==> src/rtl/rs_age_multi.sv <==
// rs_age_multi -- reservation station with DEPTH generic entries, CDB_N wakeup
// ports and oldest-ready-first issue chosen by an age matrix.
//
// Ports
//   clock_i / reset_i       clock, synchronous active-high reset
//   flush_i                 squash every entry (reset has priority)
//   dispatch_*              renamed op offered by rename; ready while any entry free
//   cdb_valid_i / cdb_tag_i CDB_N result broadcasts, port 0 in the LSBs
//   issue_*                 oldest ready entry, handshake frees it
//   count_o                 number of occupied entries
//
// Build option
//   RS_WAKEUP_BYPASS_EN     when defined, entry readiness also includes this
//                           cycle's CDB matches (0-cycle wakeup-to-issue).
//                           Undefined: readiness comes from registered bits only.

module rs_age_multi #(
  parameter  int DEPTH     = 8,
  parameter  int TAG_W     = 6,
  parameter  int CDB_N     = 2,
  parameter  int PAYLOAD_W = 64,
  localparam int IDX_W     = $clog2(DEPTH)
) (
  input  logic                   clock_i,
  input  logic                   reset_i,
  input  logic                   flush_i,
  input  logic                   dispatch_valid_i,
  output logic                   dispatch_ready_o,
  input  logic [1:0]             dispatch_src_used_i,
  input  logic [1:0]             dispatch_src_rdy_i,
  input  logic [2*TAG_W-1:0]     dispatch_src_tag_i,
  input  logic [PAYLOAD_W-1:0]   dispatch_payload_i,
  input  logic [CDB_N-1:0]       cdb_valid_i,
  input  logic [CDB_N*TAG_W-1:0] cdb_tag_i,
  output logic                   issue_valid_o,
  input  logic                   issue_ready_i,
  output logic [PAYLOAD_W-1:0]   issue_payload_o,
  output logic [IDX_W-1:0]       issue_idx_o,
  output logic [IDX_W:0]         count_o
);

  localparam int CNT_W = IDX_W + 1;

  logic [DEPTH-1:0]     valid_q, valid_d;
  logic [DEPTH-1:0]     rdy0_q, rdy0_d;
  logic [DEPTH-1:0]     rdy1_q, rdy1_d;
  logic [TAG_W-1:0]     tag0_q [DEPTH];
  logic [TAG_W-1:0]     tag0_d [DEPTH];
  logic [TAG_W-1:0]     tag1_q [DEPTH];
  logic [TAG_W-1:0]     tag1_d [DEPTH];
  logic [PAYLOAD_W-1:0] pay_q  [DEPTH];
  logic [PAYLOAD_W-1:0] pay_d  [DEPTH];
  // older_q[i][j] = 1 : entry i was dispatched before entry j
  logic [DEPTH-1:0]     older_q [DEPTH];
  logic [DEPTH-1:0]     older_d [DEPTH];
  logic [CNT_W-1:0]     count_q, count_d;

  logic [DEPTH-1:0] hit0, hit1;
  logic             disp_hit0, disp_hit1;
  logic [DEPTH-1:0] entry_rdy;
  logic [DEPTH-1:0] blocked;
  logic [DEPTH-1:0] grant;
  logic [IDX_W-1:0] sel_idx;
  logic [PAYLOAD_W-1:0] sel_pay;
  logic [IDX_W-1:0] free_idx;
  logic             dispatch_fire;
  logic             issue_fire;

  function automatic logic cdb_hit(input logic [CDB_N-1:0]       v,
                                   input logic [CDB_N*TAG_W-1:0] tags,
                                   input logic [TAG_W-1:0]       tag);
    logic hit;
    hit = 1'b0;
    for (int p = 0; p < CDB_N; p++) begin
      if (v[p] && (tags[p*TAG_W +: TAG_W] == tag)) hit = 1'b1;
    end
    return hit;
  endfunction

  always_comb begin
    hit0 = '0;
    hit1 = '0;
    for (int i = 0; i < DEPTH; i++) begin
      hit0[i] = cdb_hit(cdb_valid_i, cdb_tag_i, tag0_q[i]);
      hit1[i] = cdb_hit(cdb_valid_i, cdb_tag_i, tag1_q[i]);
    end
    disp_hit0 = cdb_hit(cdb_valid_i, cdb_tag_i, dispatch_src_tag_i[TAG_W-1:0]);
    disp_hit1 = cdb_hit(cdb_valid_i, cdb_tag_i, dispatch_src_tag_i[2*TAG_W-1:TAG_W]);
  end

  // Unused sources have their ready bit forced at dispatch, so a stray tag
  // match on them changes nothing.
`ifdef RS_WAKEUP_BYPASS_EN
  assign entry_rdy = valid_q & (rdy0_q | hit0) & (rdy1_q | hit1);
`else
  assign entry_rdy = valid_q & rdy0_q & rdy1_q;
`endif

  // Winner: ready entry with no older ready entry. Valid entries are totally
  // ordered by the matrix, so exactly one grant exists when any is ready.
  always_comb begin
    blocked = '0;
    grant   = '0;
    sel_idx = '0;
    sel_pay = '0;
    for (int i = 0; i < DEPTH; i++) begin
      for (int j = 0; j < DEPTH; j++) begin
        if (entry_rdy[j] && older_q[j][i]) blocked[i] = 1'b1;
      end
      grant[i] = entry_rdy[i] & ~blocked[i];
    end
    for (int i = 0; i < DEPTH; i++) begin
      if (grant[i]) begin
        sel_idx = sel_idx | IDX_W'(i);
        sel_pay = sel_pay | pay_q[i];
      end
    end
  end

  always_comb begin
    free_idx = '0;
    for (int i = DEPTH-1; i >= 0; i--) begin
      if (!valid_q[i]) free_idx = IDX_W'(i);
    end
  end

  assign dispatch_ready_o = ~&valid_q;
  assign dispatch_fire    = dispatch_valid_i & dispatch_ready_o;
  assign issue_valid_o    = |entry_rdy;
  assign issue_fire       = issue_valid_o & issue_ready_i;
  assign issue_idx_o      = sel_idx;
  assign issue_payload_o  = sel_pay;
  assign count_o          = count_q;

  always_comb begin
    valid_d = valid_q;
    rdy0_d  = rdy0_q;
    rdy1_d  = rdy1_q;
    count_d = count_q;
    for (int i = 0; i < DEPTH; i++) begin
      tag0_d[i]  = tag0_q[i];
      tag1_d[i]  = tag1_q[i];
      pay_d[i]   = pay_q[i];
      older_d[i] = older_q[i];
    end

    for (int i = 0; i < DEPTH; i++) begin
      if (valid_q[i]) begin
        rdy0_d[i] = rdy0_q[i] | hit0[i];
        rdy1_d[i] = rdy1_q[i] | hit1[i];
      end
    end

    if (issue_fire) begin
      valid_d[sel_idx] = 1'b0;
      for (int j = 0; j < DEPTH; j++) older_d[j][sel_idx] = 1'b0;
    end

    // free_idx is invalid at cycle start, so it never collides with sel_idx.
    if (dispatch_fire) begin
      valid_d[free_idx] = 1'b1;
      rdy0_d[free_idx]  = ~dispatch_src_used_i[0] | dispatch_src_rdy_i[0] | disp_hit0;
      rdy1_d[free_idx]  = ~dispatch_src_used_i[1] | dispatch_src_rdy_i[1] | disp_hit1;
      tag0_d[free_idx]  = dispatch_src_tag_i[TAG_W-1:0];
      tag1_d[free_idx]  = dispatch_src_tag_i[2*TAG_W-1:TAG_W];
      pay_d[free_idx]   = dispatch_payload_i;
      for (int j = 0; j < DEPTH; j++) older_d[j][free_idx] = valid_q[j];
      older_d[free_idx] = '0;
    end

    if (dispatch_fire && !issue_fire) count_d = count_q + CNT_W'(1);
    else if (!dispatch_fire && issue_fire) count_d = count_q - CNT_W'(1);

    if (flush_i) begin
      valid_d = '0;
      count_d = '0;
      for (int i = 0; i < DEPTH; i++) older_d[i] = '0;
    end
  end

  always_ff @(posedge clock_i) begin
    if (reset_i) begin
      valid_q <= '0;
      rdy0_q  <= '0;
      rdy1_q  <= '0;
      count_q <= '0;
      for (int i = 0; i < DEPTH; i++) begin
        tag0_q[i]  <= '0;
        tag1_q[i]  <= '0;
        pay_q[i]   <= '0;
        older_q[i] <= '0;
      end
    end else begin
      valid_q <= valid_d;
      rdy0_q  <= rdy0_d;
      rdy1_q  <= rdy1_d;
      count_q <= count_d;
      for (int i = 0; i < DEPTH; i++) begin
        tag0_q[i]  <= tag0_d[i];
        tag1_q[i]  <= tag1_d[i];
        pay_q[i]   <= pay_d[i];
        older_q[i] <= older_d[i];
      end
    end
  end

endmodule

==> config.mk <==
export PLATFORM = sky130hd
export DESIGN_NAME = rs_age_multi
export DESIGN_NICKNAME = d
export VERILOG_FILES = /design/src/rtl/rs_age_multi.sv
export SDC_FILE = /design/constraint.sdc
export NUM_CORES = 2
export LEC_CHECK = 0
export CORE_UTILIZATION = 54
export CTS_CLUSTER_DIAMETER = 30
export CTS_CLUSTER_SIZE = 16
export DETAILED_ROUTE_END_ITERATION = 6
export GPL_TIMING_DRIVEN = 0
export PLACE_DENSITY_LB_ADDON = 0.15
export SYNTH_ARGS = -nofsm -noshare
export SYNTH_HDL_FRONTEND = slang
export SYNTH_SLANG_ARGS = --single-unit
export TNS_END_PERCENT = 5
==> constraint.sdc <==
create_clock -name clock_i -period 2.8 [get_ports clock_i]
set_input_delay 0.28 -clock clock_i [delete_from_list [all_inputs] [get_ports clock_i]]
set_output_delay 0.28 -clock clock_i [all_outputs]
set_load 0.005 [all_outputs]
After elaboration in Yosys (flattened, before gate mapping) --
Memories as Yosys holds them, arrays and structs flattened. Cells that the tools add are included.
Storage, ports and cells: flip-flop bits (word level) 28, bits in writable memories 672, bits of input ports 99, output and inout port bits 73, word-level logic and storage cells 468, memories 4
Cells by class: $add $sub $neg 2, magnitude comparators 6, equal/unequal tests 36, muxes and demuxes 209, bitwise gates (word level) 95, reductions and logical operators 112
Memory list:
- pay_q | words 8, bits a word 64, rd ports 8, clocked after Yosys merged registers in 0, wr ports 8, RTL line 51 | logic [PAYLOAD_W-1:0] pay_q [DEPTH];
- older_q | words 8, bits a word 8, rd ports 8, clocked after Yosys merged registers in 0, wr ports 8, RTL line 54 | logic [DEPTH-1:0] older_q [DEPTH];
- tag0_q | words 8, bits a word 6, rd ports 8, clocked after Yosys merged registers in 0, wr ports 8, RTL line 47 | logic [TAG_W-1:0] tag0_q [DEPTH];
- tag1_q | words 8, bits a word 6, rd ports 8, clocked after Yosys merged registers in 0, wr ports 8, RTL line 49 | logic [TAG_W-1:0] tag1_q [DEPTH];
Operators with widths (number):
- two-way mux 64 bit | 20
- bitwise mux 512 bit | 1
- two-way mux 512 bit | 1
- OR 64 bit | 7
- equality test 6 bit | 36
- demux 64 bit (select 3 bit) | 1
- two-way mux 1 bit | 122
- logical AND 1 bit | 105
- two-way mux 8 bit | 13
- two-way mux 6 bit | 17
- bitwise mux 48 bit | 2
- two-way mux 48 bit | 2
- AND 8 bit | 11
- bitwise mux 8 bit | 10
- AND 64 bit | 1
- inverter 64 bit | 1
- OR 1 bit | 52
- two-way mux 3 bit | 12
- demux 8 bit (select 3 bit) | 1
- demux 6 bit (select 3 bit) | 1
- AND 1 bit | 10
- inverter 1 bit | 10
- less-than comparator 3 x 4 -> 1 bit, second input constant | 2
- two-way mux 4 bit | 2
- other kinds (15) | 20

Depth between registers and ports, before layout --
depth after elaboration 32, depth in mapped cells 13, depth with buffers taken out 12

Worst setup path before layout --
Ideal clock, no wire load.
path type register to register, start reg valid_q[5], end reg count_q[3] (netlist: count_o[3]), library setup time 71 ps, arrival 2763 ps, data required time 2729 ps, setup slack -34 ps, stages on the path, launching flop included 14, buffers on the path 1, clock period less this slack 2834 ps, path through dfxtp_1 -> buf_4 -> and3_4 -> nor4_1 -> a41oi_1 -> inv_1 -> ha_1 -> inv_1 -> ha_1 -> a21o_1 -> a21oi_1 -> xnor2_1 -> or3_1 -> a21oi_1
On the way: longest elaborated chain between the ends 7, elaborated cells between the ends (all ways) 13, classes of those cells mux (1); bitwise (4); reduce/logical (8)
RTL lines:
- start: declaration | RTL line 44 | logic [DEPTH-1:0] valid_q, valid_d;
- start signal: assignment | RTL line 194 | valid_q <= valid_d;
- AND 8 bit (2 in a row) | RTL line 96 | assign entry_rdy = valid_q & rdy0_q & rdy1_q;
- OR reduction 8 bit | RTL line 129 | assign issue_valid_o = |entry_rdy;
- AND 1 bit | RTL line 130 | assign issue_fire = issue_valid_o & issue_ready_i;
- logical NOT 1 bit | RTL line 171 | if (dispatch_fire && !issue_fire) count_d = count_q + CNT_W'(1);
- logical AND 1 bit | RTL line 171
- two-way mux 4 bit / nonzero test 2 bit (equally long branches)
- end signal: assignment | RTL line 197 | count_q <= count_d;
- end: declaration | RTL line 56 | logic [CNT_W-1:0] count_q, count_d;
Parallel ways exist; a longest one is shown, timed or not. A chain may end at the register's enable or synchronous reset.

Worst setup path in the final report --
start reg valid_q[1], end out issue_payload_o[2]
On the way: longest elaborated chain between the ends 27, elaborated cells between the ends (all ways) 97, classes of those cells mux (64); bitwise (25); reduce/logical (8)
RTL lines:
- AND 8 bit * (2 in a row) | RTL line 96
- logical AND 1 bit | RTL line 108 | if (entry_rdy[j] && older_q[j][i]) blocked[i] = 1'b1;
- two-way mux 1 bit (7 in a row) | RTL line 108
- inverter 1 bit | RTL line 110 | grant[i] = entry_rdy[i] & ~blocked[i];
- AND 1 bit | RTL line 110
- two-way mux 64 bit | RTL line 113 | if (grant[i]) begin
- OR 64 bit | RTL line 115 | sel_pay = sel_pay | pay_q[i];
- two-way mux 64 bit | RTL line 113
- (+4 left out)
- OR 64 bit | RTL line 115
- two-way mux 64 bit | RTL line 113
- OR 64 bit | RTL line 115
- two-way mux 64 bit | RTL line 113
- OR 64 bit | RTL line 115
- two-way mux 64 bit | RTL line 113
- OR 64 bit | RTL line 115
- two-way mux 64 bit * | RTL line 113
- end: declaration | RTL line 37 | output logic [PAYLOAD_W-1:0] issue_payload_o,
Every way passes the cells marked *; elsewhere a longest branch is shown, timed or not.

==> run metrics <==
R2R setup slack -0.34 ns; layout cells sized above 1 0.184; layout net count 4434; Power Dens Cells 707 mW/mm²; starting DRC count in detailed routing 6023; CP max FO 7; Remaining Overflow, GRT 0; Leakage 0.0145 µW; Final period util 1.23; RR Startpoint valid_q[2]; WL per Instance 26.8 µm; Final setup viols 405; Final Skew 0.0391 ns; die area 0.0575 mm²; crit path kind reg -> out; most frequent cells in the layout nand2_1 (1243), dfxtp_1 (678), a21oi_1 (612), clkbuf_1 (193), a22oi_1 (185); most common cell after layout, fill and taps aside nand2_1; Max Cap Viol 0; Area growth syn-to-layout 34.7%; relative slew slack 0.146; Slew @ Worst Pin 1.28 ns; CTS tree done; number of buffers created by CTS 141; main combinational cell family by area after synthesis simple AND/OR/NAND/NOR gates; GRT Util Overall 0.461; Detail Route Antenna Nets 0; clk_lat worst skew 0.76 ns; Hold Path End tag1_q[1][10]; Distinct cells, synth 69; failing checks DRC, setup timing; Post-Synth Simple-Gate Area 0.213; Core ar. 0.0555 mm²; Vias/cell 6.57; global-route wire length before repair 195000 µm; initial antenna violation count 16; Hold Slack 0.0948 ns; CP startpoint valid_q[1]; worst reg2reg path depth 11; Slew Viols, Final 0; vias 34100; Yosys reg bits 700; CP Data Required Time 2.52 ns; arrival time worst endpoint 3.17 ns; number of remaining DRC errors 133; worst vdd ir 648 µV; H-Tree Depth 4; initial core utilization 0.550; mux cell area share after synthesis 0.000328; Die Height 240 µm; Critical R2R Capture pay_q[1][113]; Synth Area in Adders 0.00189; synthesized area 0.0305 mm²; fmax 290 MHz; Post-Syn Instances 3898; asr flop ratio synth 0; Hold Path Cell Cnt 3; DPL Wire Length 80900 µm; Boundary Pins 172; overall power 29100 µW; run status finished, violations left; Longest Clk Path Bufs 3; Hold Violations, Final 0; yosys warns 0; largest net degree at the start of global routing 17; Crit. End Element primary output; row count 86; die width 240 µm; Hold Crit Class in -> reg; Post-synth EDFFs 0; total iterations of the first detailed-routing run 7; Post-Synth XOR/XNOR Area 0.0628; Syn Nets 4001; Seq/Total Area, Yosys 0.459; unrepaired setup endpoints after global routing true; vias in the first global route 30900; GPL Wtd Cong 0.957; drt total wl 139000 µm; fin crit period 3.45 ns; min-delay src dispatch_src_tag_i[10]; clock root buffer clkbuf_16; post-synthesis compound-gate area fraction 0.201; final setup margin -0.648 ns; Worst-path clk slew 0.05 ns; input/output buffers 80; clk sink count 700; Synth Area per Inst 7.83 µm²; Worst Setup Start Kind flip-flop; Top FF cell, synth dfxtp_1
[power by group]
part	internal, µW	leakage (µW)	switching, µW
clock network	11700	0.00241	5870
logic	404	0.00639	931
registers	10100	0.00567	82.1
total	22200	0.0145	6880
[stage by stage]
step,util,instances,worst slack (ns),TNS (ns),instance area (µm²)
6_report,0.741,5198,-0.648,-60.12,41100
3_3_place_gp,0.581,4726,-1.87,-357.57,32300
5_1_grt,0.740,5192,-0.579,-46.46,41100
2_1_floorplan,-,3898,0.0230,0,30500
3_5_place_dp,0.581,4726,-1.85,-363.74,32300
4_1_cts,0.728,5161,-0.453,-51.93,40400
[state kept, by name, indices dropped and copies added, names as in the netlist]
register	count
rdy1_q	8
pay_q	512
rdy0_q	8
tag1_q	48
older_q	64
count_o	4
valid_q	8
tag0_q	48
[kinds of logic after synthesis]
logic type | count (synthesis)
compound gates | 1005
xor+xnor | 219
fa+ha+maj | 4
buf+inv | 417
flops | 700
mux | 1
simple gates | 1552
[critical path, cell delays in order (launching register included)]
cell	delay (ns)
dfxtp_4	0.37
and3_4	0.23
o2bb2ai_4	0.13
a2111oi_4	0.49
clkbuf_8	0.25
buf_12	0.16
buf_12	0.14
buf_12	0.12
a22oi_2	0.07
nand4_1	0.26
buf_2	0.18
[metal layers]
layer,vias to the layer above,part of all wire,global-route usage
met5,-,0.0013,0
met4,24,0.074,0.299
met3,873,0.16,0.179
met2,3103,0.41,0.652
met1,15900,0.36,0.581
li1,14200,-,-
[repair_timing]
action / in CTS / in global routing
buffers inserted: 105 / 37
hold buffers: 67 / 0
pin swaps: 73 / 73
cloned: 13 / 0
hold endpoints to repair: 536 / 0
endpoints found under the setup margin: 617 / 631
resized for setup: 647 / 186
[area by class of cell]
class,instances,area [µm²]
clock inverter,72,1000
fill,4064,14400
antenna,6,15.0
timing repair buffer,296,2890
clock buffer,184,3960
buffer,390,2780
sequential,700,14100
tap,748,936
inverter,21,81.3
multi-input combinational,2781,15400
[how the worst max path moves through the flow]
stage	end	slack (ns)	cells past startpoint
global placement	issue_payload_o[1]	-1.87	9
CTS	issue_payload_o[1]	-0.45	11
detailed placement	issue_payload_o[60]	-1.85	9
finish	issue_payload_o[2]	-0.65	10
floorplan	count_o[3]	0.02	13
global route	issue_payload_o[62]	-0.58	10
[cell usage after synthesis, drive strengths merged, types with 21 or more instances]
master,count,share of area
nand4,136,0.028
inv,21,0.0026
nor2,48,0.0059
buf,141,0.027
o21ai,30,0.0049
nand2,1247,0.15
nand3,28,0.0053
a22oi,257,0.063
o22ai,27,0.0055
xor2,97,0.028
nor4,31,0.0073
dfxtp,700,0.46
a21oi,613,0.10
clkbuf,255,0.032
xnor2,122,0.035
No activity file was read; power rests on OpenSTA's default activity.
